$ cat src/rtl/motoro3_pkg.sv
// Shared types, constants and phase-offset helper for the motoro3 step generator.
package motoro3_pkg;

    typedef enum logic [0:0] {
        M3_IDLE,
        M3_RUN
    } m3_state_e;

    localparam logic [31:0] STEP_IDLE_CODE = 32'hFFFF_FFFF;

    localparam int unsigned PERIOD_INIT_SYN  = 1666667;
    localparam int unsigned PERIOD_MIN_SYN   = 1667;
    localparam int unsigned PERIOD_MAX_SYN   = 16666667;
    localparam int unsigned PERIOD_DELTA_SYN = 1000;

    localparam int unsigned PERIOD_INIT_SIM  = 4;
    localparam int unsigned PERIOD_MIN_SIM   = 2;
    localparam int unsigned PERIOD_MAX_SIM   = 8;
    localparam int unsigned PERIOD_DELTA_SIM = 2;

    // Step a (1..n) shifted forward by off steps; idle/out-of-range maps to all-ones.
    function automatic logic [31:0] step_offset(input int unsigned a, input int unsigned off,
                                                input int unsigned n);
        if (a == 0 || a > n) begin
            return STEP_IDLE_CODE;
        end
        return (a - 1 + off) % n + 1;
    endfunction

endpackage

$ cat src/rtl/motoro3_period_ctrl.sv
// Step-period register: INC/DEC edge detection with clamping, plus the optional
// soft-start ramp (M3_SOFTSTART_EN).
module motoro3_period_ctrl
    import motoro3_pkg::*;
#(
    parameter int unsigned CNT_W        = 25,
    parameter int unsigned PERIOD_INIT  = PERIOD_INIT_SYN,
    parameter int unsigned PERIOD_MIN   = PERIOD_MIN_SYN,
    parameter int unsigned PERIOD_MAX   = PERIOD_MAX_SYN,
    parameter int unsigned PERIOD_DELTA = PERIOD_DELTA_SYN
) (
    input  logic             clk_i,
    input  logic             nRst,
    input  logic             inc_i,
    input  logic             dec_i,
`ifdef M3_SOFTSTART_EN
    input  logic             start_load_i,
    input  logic             round_wrap_i,
    output logic             ramping_o,
`endif
    output logic [CNT_W-1:0] period_o,
    output logic [CNT_W-1:0] period_nxt_o
);

    localparam logic [CNT_W-1:0] PInit  = CNT_W'(PERIOD_INIT);
    localparam logic [CNT_W-1:0] PMin   = CNT_W'(PERIOD_MIN);
    localparam logic [CNT_W-1:0] PMax   = CNT_W'(PERIOD_MAX);
    localparam logic [CNT_W-1:0] PDelta = CNT_W'(PERIOD_DELTA);

    logic             inc_q, dec_q, inc_up, dec_up;
    logic [CNT_W-1:0] period_q, period_d, period_dn, period_up;

    assign inc_up = inc_i & ~inc_q;
    assign dec_up = dec_i & ~dec_q;

    // Compare one bit wider so the clamps never wrap.
    assign period_dn = ({1'b0, period_q} < ({1'b0, PMin} + {1'b0, PDelta})) ? PMin
                                                                             : period_q - PDelta;
    assign period_up = (({1'b0, period_q} + {1'b0, PDelta}) > {1'b0, PMax}) ? PMax
                                                                             : period_q + PDelta;

`ifdef M3_SOFTSTART_EN
    logic             ramping_q, ramping_d;
    logic [CNT_W-1:0] period_ramp;

    assign period_ramp = ({1'b0, period_q} < ({1'b0, PInit} + {1'b0, PDelta})) ? PInit
                                                                                : period_q - PDelta;

    always_comb begin
        period_d  = period_q;
        ramping_d = ramping_q;
        if (start_load_i) begin
            period_d  = PMax;
            ramping_d = (PMax != PInit);
        end else if (ramping_q) begin
            if (round_wrap_i) begin
                period_d  = period_ramp;
                ramping_d = (period_ramp != PInit);
            end
        end else if (inc_up && !dec_up) begin
            period_d = period_dn;
        end else if (dec_up && !inc_up) begin
            period_d = period_up;
        end
    end

    always_ff @(negedge clk_i or negedge nRst) begin
        if (!nRst) begin
            ramping_q <= 1'b0;
        end else begin
            ramping_q <= ramping_d;
        end
    end

    assign ramping_o = ramping_q;
`else
    always_comb begin
        period_d = period_q;
        if (inc_up && !dec_up) begin
            period_d = period_dn;
        end else if (dec_up && !inc_up) begin
            period_d = period_up;
        end
    end
`endif

    always_ff @(negedge clk_i or negedge nRst) begin
        if (!nRst) begin
            inc_q    <= 1'b0;
            dec_q    <= 1'b0;
            period_q <= PInit;
        end else begin
            inc_q    <= inc_i;
            dec_q    <= dec_i;
            period_q <= period_d;
        end
    end

    assign period_o     = period_q;
    assign period_nxt_o = period_d;

endmodule

$ cat src/rtl/motoro3_step_gen_ramp.sv
// Three-phase commutation step generator with adjustable period, direction and
// saturating round counter. Optional soft-start ramp under M3_SOFTSTART_EN.
module motoro3_step_gen_ramp
    import motoro3_pkg::*;
#(
    parameter int unsigned CNT_W        = 25,
    parameter int unsigned STEP_N       = 12,
    parameter int unsigned STEP_W       = 4,
    parameter int unsigned PERIOD_INIT  = PERIOD_INIT_SYN,
    parameter int unsigned PERIOD_MIN   = PERIOD_MIN_SYN,
    parameter int unsigned PERIOD_MAX   = PERIOD_MAX_SYN,
    parameter int unsigned PERIOD_DELTA = PERIOD_DELTA_SYN,
    parameter int unsigned ROUND_W      = 32
) (
    input  logic               clk_i,
    input  logic               nRst,
    input  logic               m3start_i,
    input  logic               m3dir_i,
    input  logic               m3freqINC_i,
    input  logic               m3freqDEC_i,
    output logic [STEP_W-1:0]  m3stepA_o,
    output logic [STEP_W-1:0]  m3stepB_o,
    output logic [STEP_W-1:0]  m3stepC_o,
    output logic [CNT_W-1:0]   m3cnt_o,
    output logic [CNT_W-1:0]   m3period_o,
    output logic               m3cntLast1_o,
    output logic               m3stepTick_o,
`ifdef M3_SOFTSTART_EN
    output logic               m3ramping_o,
`endif
    output logic [ROUND_W-1:0] m3roundCNT_o
);

    localparam logic [STEP_W-1:0] StepN   = STEP_W'(STEP_N);
    localparam logic [STEP_W-1:0] StepOne = STEP_W'(1);

    m3_state_e          state_q;
    logic               start_q, tick_q;
    logic [STEP_W-1:0]  step_a_q, step_a_nxt;
    logic [CNT_W-1:0]   cnt_q, period_q, period_nxt;
    logic [ROUND_W-1:0] round_q;
    logic               start_up, last1, wrap;

    assign start_up = m3start_i & ~start_q;
    assign last1    = (cnt_q[CNT_W-1:1] == '0);

    always_comb begin
        if (m3dir_i) begin
            wrap       = (step_a_q <= StepOne);
            step_a_nxt = wrap ? StepN : step_a_q - StepOne;
        end else begin
            wrap       = (step_a_q >= StepN);
            step_a_nxt = wrap ? StepOne : step_a_q + StepOne;
        end
    end

    motoro3_period_ctrl #(
        .CNT_W        (CNT_W),
        .PERIOD_INIT  (PERIOD_INIT),
        .PERIOD_MIN   (PERIOD_MIN),
        .PERIOD_MAX   (PERIOD_MAX),
        .PERIOD_DELTA (PERIOD_DELTA)
    ) u_period_ctrl (
        .clk_i        (clk_i),
        .nRst         (nRst),
        .inc_i        (m3freqINC_i),
        .dec_i        (m3freqDEC_i),
`ifdef M3_SOFTSTART_EN
        .start_load_i (start_up & (state_q == M3_IDLE)),
        .round_wrap_i ((state_q == M3_RUN) & m3start_i & last1 & wrap),
        .ramping_o    (m3ramping_o),
`endif
        .period_o     (period_q),
        .period_nxt_o (period_nxt)
    );

    // Every reload takes the period as it stands after this edge, so m3cnt and
    // m3period agree right after each step boundary.
    always_ff @(negedge clk_i or negedge nRst) begin
        if (!nRst) begin
            state_q  <= M3_IDLE;
            start_q  <= 1'b0;
            tick_q   <= 1'b0;
            step_a_q <= '0;
            cnt_q    <= CNT_W'(PERIOD_INIT);
            round_q  <= '0;
        end else begin
            start_q <= m3start_i;
            tick_q  <= 1'b0;
            unique case (state_q)
                M3_IDLE: begin
                    cnt_q   <= period_nxt;
                    round_q <= '0;
                    if (start_up) begin
                        state_q  <= M3_RUN;
                        step_a_q <= StepOne;
                        tick_q   <= 1'b1;
                    end else begin
                        step_a_q <= '0;
                    end
                end
                M3_RUN: begin
                    if (!m3start_i) begin
                        state_q  <= M3_IDLE;
                        step_a_q <= '0;
                        cnt_q    <= period_nxt;
                        round_q  <= '0;
                    end else if (last1) begin
                        step_a_q <= step_a_nxt;
                        cnt_q    <= period_nxt;
                        tick_q   <= 1'b1;
                        if (wrap && (round_q != '1)) begin
                            round_q <= round_q + ROUND_W'(1);
                        end
                    end else begin
                        cnt_q <= cnt_q - CNT_W'(1);
                    end
                end
                default: state_q <= M3_IDLE;
            endcase
        end
    end

    assign m3stepA_o    = step_a_q;
    assign m3stepB_o    = STEP_W'(step_offset(32'(step_a_q), (2 * STEP_N) / 3, STEP_N));
    assign m3stepC_o    = STEP_W'(step_offset(32'(step_a_q), STEP_N / 3, STEP_N));
    assign m3cnt_o      = cnt_q;
    assign m3period_o   = period_q;
    assign m3cntLast1_o = last1;
    assign m3stepTick_o = tick_q;
    assign m3roundCNT_o = round_q;

endmodule
$ cat config.mk
export PLATFORM = sky130hd
export DESIGN_NAME = motoro3_step_gen_ramp
export DESIGN_NICKNAME = d
export VERILOG_FILES = /design/src/rtl/motoro3_pkg.sv /design/src/rtl/motoro3_period_ctrl.sv /design/src/rtl/motoro3_step_gen_ramp.sv
export SDC_FILE = /design/constraint.sdc
export NUM_CORES = 1
export LEC_CHECK = 0
export BUFFER_PORTS_ARGS = -buffer_cell sky130_fd_sc_hd__buf_2
export CORE_MARGIN = 2
export CORE_UTILIZATION = 59
export DETAILED_ROUTE_END_ITERATION = 6
export HOLD_SLACK_MARGIN = 0.03
export PLACE_DENSITY_LB_ADDON = 0.1
export SYNTH_ARGS = -nofsm -noshare
export SYNTH_HDL_FRONTEND = slang
export SYNTH_HIERARCHICAL = 1
export SYNTH_SLANG_ARGS = --single-unit
$ cat constraint.sdc
create_clock -name clk_i -period 5.6 [get_ports clk_i]
set_input_delay 0.28 -clock clk_i [delete_from_list [all_inputs] [get_ports clk_i]]
set_output_delay 0.28 -clock clk_i [all_outputs]
set_load 0.02 [all_outputs]
==> results of run 1 <==
==> synthesized netlist by cell type, types with 17 or more instances <==
cell type	instances	area, sq um
sky130_fd_sc_hd__a31oi_1	17	106.4
sky130_fd_sc_hd__dfstp_2	26	683.2
sky130_fd_sc_hd__xnor2_1	34	297.8
sky130_fd_sc_hd__and3_1	19	118.9
sky130_fd_sc_hd__ha_1	20	250.2
sky130_fd_sc_hd__inv_1	34	127.6
sky130_fd_sc_hd__o21ai_0	49	245.2
sky130_fd_sc_hd__xor2_1	34	297.8
sky130_fd_sc_hd__a21oi_1	54	270.3
sky130_fd_sc_hd__nor3_1	30	150.1
sky130_fd_sc_hd__nand3_1	31	155.2
sky130_fd_sc_hd__dfrtn_1	65	1627
sky130_fd_sc_hd__clkbuf_1	27	101.4
sky130_fd_sc_hd__nand2_1	77	289.0
sky130_fd_sc_hd__nor2_1	107	401.6
==> repair_timing <==
item	CTS	global route
resized for setup	43	22
pin swaps	29	23
hold buffers	0	0
hold endpoints to repair	0	0
endpoints found under the setup margin	4	4
setup buffers	29	8
==> state kept, by name, summed over array words and instances (netlist names) <==
name                    cells
state_q                     1
m3stepTick_o                1
m3stepA_o                   4
u_period_ctrl/dec_q         1
u_period_ctrl/inc_q         1
u_period_ctrl/period_o     25
m3roundCNT_o               32
m3cnt_o                    25
start_q                     1
==> area by class of cell <==
class / count / area, sq um
Clock buffer: 10 / 250.2
Clock inverter: 32 / 163.9
Fill cell: 785 / 2374
Inverter: 32 / 125.1
Multi-Input combinational cell: 683 / 4730
Sequential cell: 91 / 2310
Tap cell: 143 / 178.9
Timing Repair Buffer: 209 / 1385
==> metrics by stage <==
stage	utilization, %	setup WS (ns)
global route	79.39	-1.927
finish	79.39	-1.760
global placement	70.87	-1.230
floorplan	-	-1.356
CTS	77.96	-1.563
detailed placement	70.87	-1.369
==> cell families after synthesis <==
| family | Yosys count | synth area share, % |
|---|---|---|
| compound gates | 213 | 20.51 |
| fa+ha+maj | 20 | 3.576 |
| mux | 10 | 1.466 |
| xor+xnor | 68 | 8.511 |
| flops | 91 | 33.01 |
| simple gates | 372 | 27.46 |
| buf+inv | 86 | 5.471 |
==> critical path: cells and delay by family (launching register included) <==
kind / cells / cell delay [ns]
compound gates: 3 / 0.95
xor+xnor: 2 / 0.26
simple gates: 6 / 1.01
flops: 1 / 0.39
fa+ha+maj: 1 / 0.16
buf+inv: 10 / 1.13
==> final timing paths <==
| path | from | cells past startpoint | slack [ns] | endpoint |
|---|---|---|---|---|
| worst max-delay path | m3stepA_o[0]$_DFFE_NN0P_ | 22 | -1.76 | m3stepB_o[3] |
| worst min-delay path | state_q$_DFF_NN0_ | 1 | 0.48 | m3stepA_o[0]$_DFFE_NN0P_ |
| worst max register to register | u_period_ctrl/period_o[3]$_DFF_NN1_ | 11 | 1.26 | m3cnt_o[4]$_DFF_NN0_ |
| worst min register to register | state_q$_DFF_NN0_ | 1 | 0.48 | m3stepA_o[0]$_DFFE_NN0P_ |
| max in group asynchronous | nRst | 1 | 2.04 | m3roundCNT_o[28]$_DFFE_NN0P_ |
| min in group asynchronous | nRst | 1 | 2.80 | m3roundCNT_o[13]$_DFFE_NN0P_ |
==> power by group through the flow <==
stage	Combinational [mW]	Clock, mW	Sequential [mW]
final	1.31	0.710	1.06
after global routing	1.40	0.750	1.08
after CTS	1.23	0.706	1.04
after detailed placement	1.13	0.0307	1.05
after global placement	1.10	0.0307	1.04
after floorplan	0.780	0.0307	1.03
==> layer usage <==
layer	part of all wire (%)	vias up	track usage, %
met1	41	3688	46.68
li1	-	3473	-
met3	7.6	84	5.678
met2	48	413	58.51
met4	3.4	0	12.20
met5	0	-	0
==> impl_metrics.py, run 1 <==
metrics = {
    "route": {
        "drtPass1Iterations": 7,
        "detail_route.drc_violations": 2,
        "drtIter0Drc": 931,
        "route.vias.total": 7658,
        "ant_nets": 0,
        "detail_route.wirelength_um": 22890,
        "post_drt_via_cell_ratio": 6.382,
        "detail_route.wl_per_cell_um": 19.08,
    },
    "floorplanning": {
        "floorplan.rows": 39,
        "chipHeight_um": 112.9,
        "design.portCount": 102,
        "floorplan.initialDensity_pct": 60.77,
        "core-area_sq_um": 11520,
        "floorplan.die_area_sq_um": 12750,
        "die_w_um": 112.9,
    },
    "cells_and_area": {
        "layout.cells.most_common": "sky130_fd_sc_hd__nor2_1",
        "n_antenna_cell": 0,
        "most_frequent_cells_in_the_layout": "sky130_fd_sc_hd__nor2_1, sky130_fd_sc_hd__buf_4, sky130_fd_sc_hd__buf_2",
        "area_growth_pct": 30.65,
        "finalNonFillerCells": 1200,
        "post-route-cell-area_sq_um": 9143,
        "nNetsFinal": 1078,
        "post_route_cells_drive_above_1_share_pct": 31.98,
    },
    "power": {
        "cellPowerDensity_nw_per_um2": 336.7,
        "p_sw_mw": 1.359,
        "post-layout-total-power_mw": 3.079,
        "clkPwrFrac_pct": 23.1,
        "power_switching_share_pct": 44.15,
        "ir_worst_vdd_uv": 234.0,
        "p_seq_share_pct": 34.3,
        "internal_power_mw": 1.719,
        "comb_power_share_pct": 42.7,
        "leakage_nw": 4.064,
    },
    "yosys": {
        "synth-edff-count": 0,
        "mappedNetlistNets": 886,
        "mappedNetlistArea_sq_um": 6998,
        "synth_warnings": 6,
        "postSynthRegisterBits": 91,
        "synth.distinct_cells": 85,
        "synthFlopType": "sky130_fd_sc_hd__dfrtn_1",
        "fraction_of_synthesis_flops_using_an_asynchronous_set_or_reset_pin_pct": 100.0,
        "synth_seq_area_share_pct": 33.01,
        "syn_area_per_cell_sq_um": 8.137,
        "syn_inst": 860,
    },
    "critical_path": {
        "path_class": "reg2out",
        "worst_path_maximum_fanout": 4,
        "timing.critical_path.slowest_cell_delay_ns": 0.39,
        "worstPathCellList": "nor3_4 -> xnor2_4 -> inv_4 -> ha_4 -> nor2b_4 -> inv_2 -> nand2_2 -> buf_4 -> buf_4 -> buf_4 -> buf_4 -> buf_4 -> buf_4 -> buf_4 -> o2111ai_2 -> nand3_2 -> nand2_2 -> xnor2_2 -> o311a_4 -> o41ai_4 -> nand3b_1 -> buf_6",
        "path_common_cell": "sky130_fd_sc_hd__buf_4",
        "crit_slowest_cell": "sky130_fd_sc_hd__dfrtn_1",
        "worst_setup_path_end_kind": "primary output",
        "arrival_ns": 7.08,
        "required_ns": 5.32,
        "critical_path.startpoint_type": "flip-flop",
    },
    "placement": {
        "numPortBuffers": 101,
        "dp.final_hpwl_um": 15240,
        "placement.cell_area_sq_um": 8162,
        "dpl.cell_count": 1124,
        "globalplace.congestion": 0.9550,
    },
    "timing": {
        "hold_slack_ns": 0.4760,
        "tns_ns": -5.240,
        "max_slew.worst_pin.slew_ns": 1.114,
        "final_worst_clock_skew_ns": 0.07510,
        "final_critical_path_setup_slack_ns": -1.760,
        "setup-violations-final": 4,
        "relSlewSlack_pct": 25.70,
        "max_slew_vio_count": 0,
        "grt_setup_unrepaired": "true",
        "finalHoldViolations": 0,
    },
    "grt": {
        "pin_count_of_the_biggest_net_entering_global_routing": 92,
        "antenna_found_initial": 0,
        "grtUsageTotal_pct": 35.05,
        "globalRoute.totalOverflow": 0,
        "grt_pass1_wl_um": 36660,
        "first_global_vias": 7476,
    },
    "worst_hold_path": {
        "type_of_the_tightest_min_delay_check": "reg2reg",
    },
    "clock_tree": {
        "clk_pin_slew_ns": 0.05,
        "clkSinkCount": 91,
        "cts.htree.levels": 3,
        "total_cts_buffers": 9,
        "cts_tree": "built",
        "clk_root_buffer_cell": "sky130_fd_sc_hd__clkbuf_16",
        "clock_tree.buffer_depth": 2,
        "clkLatencyLatePin_ns": 0.42,
    },
    "run": {
        "max_cap_viol_count": 0,
    },
    "outcome": {
        "run_status": "finished, violations left",
        "violations_in_the_final_reports": "design-rule violations, negative setup slack",
    },
}
Power figures use the tool's default switching activity.
==> inputs of run 2 (changes only) <==
Settings changed: CORE_UTILIZATION 59 to 60, CTS_BUF_LIST set to sky130_fd_sc_hd__clkbuf_8.
==> run 2 against run 1 <==
  * The flow finishes with violations (negative setup slack)
  * Routed wire length is 5.0% lower
  * Design area is 2.1% lower
  * Sequential power hardly changed
  * Combinational power hardly changed
  * Via count is 1.9% lower
  * Setup slack better by 0.040 ns
  * Critical path type unchanged
==> impl_metrics.py, run 2 (synthesis results as in run 1) <==
metrics = {
    "critical_path": {
        "required_ns": 5.32,
        "timing.critical_path.slowest_cell_delay_ns": 0.41,
        "path_class": "reg2out",
        "worstReg2RegEnd": "m3cnt_o[2]$_DFF_NN0_",
        "path_delay_family": "simple AND/OR/NAND/NOR gates",
        "worst_path_maximum_fanout": 6,
        "critical_path.startpoint_type": "flip-flop",
        "path_common_cell": "sky130_fd_sc_hd__ha_4",
        "arrival_ns": 7.04,
        "worst-r2r-cell-count": 11,
        "worst_setup_path_end_kind": "primary output",
        "crit_slowest_cell": "sky130_fd_sc_hd__dfrtn_1",
        "cp.buffers_inverters": 7,
        "reg2reg_setup_slack_ns": 1.24,
        "worstPathCellList": "inv_2 -> ha_4 -> nand2b_4 -> nor2_4 -> ha_4 -> nor2b_4 -> inv_2 -> nand2_2 -> nand2_2 -> ha_4 -> buf_8 -> buf_8 -> clkinv_4 -> o211ai_1 -> a21o_1 -> and3b_2 -> or2_4 -> buf_6 -> o311a_4 -> o41ai_2 -> nand3b_1 -> buf_6",
        "timing.rr.start": "u_period_ctrl/period_o[3]$_DFF_NN1_",
    },
    "route": {
        "drtPass1Iterations": 5,
        "detail_route.drc_violations": 0,
        "drtIter0Drc": 835,
        "post_drt_via_cell_ratio": 6.327,
        "ant_nets": 0,
        "detail_route.wirelength_um": 21750,
        "detail_route.wl_per_cell_um": 18.33,
        "route.vias.total": 7510,
    },
    "timing": {
        "max_slew_vio_count": 0,
        "tns_ns": -4.778,
        "setup-violations-final": 4,
        "relSlewSlack_pct": 44.50,
        "final_critical_path_setup_slack_ns": -1.720,
        "final_worst_clock_skew_ns": 0.08228,
        "finalHoldViolations": 0,
        "hold_slack_ns": 0.4645,
        "grt_setup_unrepaired": "true",
        "max_slew.worst_pin.slew_ns": 0.8325,
    },
    "grt": {
        "antenna_found_initial": 0,
        "globalRoute.totalOverflow": 0,
        "grt_pass1_wl_um": 34660,
        "first_global_vias": 7010,
        "grtUsageTotal_pct": 33.31,
        "pin_count_of_the_biggest_net_entering_global_routing": 51,
    },
    "cells_and_area": {
        "n_antenna_cell": 0,
        "area_of_the_multi_input_gates_sq_um": 4730,
        "post_route_cells_drive_above_1_share_pct": 31.51,
        "finalCoreUtilization_pct": 78.35,
        "most_frequent_cells_in_the_layout": "sky130_fd_sc_hd__nor2_1, sky130_fd_sc_hd__buf_2, sky130_fd_sc_hd__buf_4",
        "ff_latch_area_sq_um": 2310,
        "num-fill-cells": 782,
        "largest_register_ffs": 32,
        "area_growth_pct": 27.84,
        "nNetsFinal": 1065,
        "finalNonFillerCells": 1187,
        "post-route-cell-area_sq_um": 8946,
        "layout.cells.most_common": "sky130_fd_sc_hd__nor2_1",
    },
    "floorplanning": {
        "floorplan.die_area_sq_um": 12540,
        "core-area_sq_um": 11420,
        "die_w_um": 112.0,
        "floorplan.rows": 39,
        "floorplan.initialDensity_pct": 61.29,
        "chipHeight_um": 112.0,
        "design.portCount": 102,
    },
    "run": {
        "max_cap_viol_count": 0,
    },
    "clock_tree": {
        "clkLatencyLatePin_ns": 0.43,
        "cts.htree.levels": 3,
        "cts_tree": "built",
        "clk_pin_slew_ns": 0.06,
        "clkSinkCount": 91,
        "total_cts_buffers": 9,
        "clock_tree.buffer_depth": 2,
        "clk_root_buffer_cell": "sky130_fd_sc_hd__clkbuf_8",
    },
    "worst_hold_path": {
        "hold_path_end": "state_q$_DFF_NN0_",
        "hold_path.startpoint": "start_q$_DFF_NN0_",
        "hold_path_cell_cnt": 3,
        "type_of_the_tightest_min_delay_check": "reg2reg",
    },
    "outcome": {
        "run_status": "finished, violations left",
        "violations_in_the_final_reports": "negative setup slack",
    },
    "placement": {
        "placement.setup.worst_slack_ns": -1.490,
        "numPortBuffers": 101,
        "dpl.cell_count": 1119,
        "placement.cell_area_sq_um": 8115,
        "globalplace.congestion": 0.9791,
        "dp.final_hpwl_um": 15230,
    },
    "power": {
        "leakage_nw": 3.960,
        "ir_worst_vdd_uv": 212.3,
        "post-layout-total-power_mw": 2.866,
        "cellPowerDensity_nw_per_um2": 320.3,
    },
}
run 2: worst max path at each step:
stage,endpoint,startpoint,slack (ns),depth (start not counted)
after detailed placement,m3stepB_o[3],m3stepA_o[1]$_DFFE_NN0P_,-1.49,19
after global placement,m3stepB_o[3],m3stepA_o[1]$_DFFE_NN0P_,-1.28,19
after floorplan,m3stepB_o[3],m3stepA_o[0]$_DFFE_NN0P_,-1.36,20
after global routing,m3stepB_o[3],m3stepA_o[1]$_DFFE_NN0P_,-1.87,22
after CTS,m3stepB_o[3],m3stepA_o[0]$_DFFE_NN0P_,-1.64,22
final,m3stepB_o[3],m3stepA_o[1]$_DFFE_NN0P_,-1.72,22
run 2: what timing repair did:
item / CTS / global route
gates cloned: 0 / 0
buffers inserted: 21 / 8
endpoints found under the setup margin: 4 / 4
gates resized for setup: 41 / 35
hold buffers: 0 / 0
pin swaps: 31 / 27
run 2: routing by layer:
| layer | wire, um | GRT usage [%] | vias up |
|---|---|---|---|
| met5 | 0 | 0 | - |
| met4 | 667 | 11.14 | 0 |
| met3 | 1626 | 6.206 | 70 |
| met2 | 10390 | 55.11 | 380 |
| met1 | 9067 | 44.45 | 3600 |
| li1 | - | - | 3460 |
run 2: report_power, final:
part / internal [mW] / switching (mW)
clock: 0.204 / 0.331
combinational: 0.524 / 0.751
sequential: 0.808 / 0.247
total: 1.54 / 1.33
run 2: area by class of cell:
type                            count  area share (%)
Inverter                           32           1.483
Clock inverter                     33           2.084
Multi-Input combinational cell    683           52.87
Clock buffer                        9           1.385
Sequential cell                    91           25.82
Tap cell                          143           2.000
Timing Repair Buffer              196           14.36
run 2: tightest hold or removal path, cell delays in order (launching register included):
cell,delay [ns]
sky130_fd_sc_hd__dfrtn_1,0.33
sky130_fd_sc_hd__inv_1,0.04
sky130_fd_sc_hd__o21ai_0,0.11
sky130_fd_sc_hd__inv_1,0.08
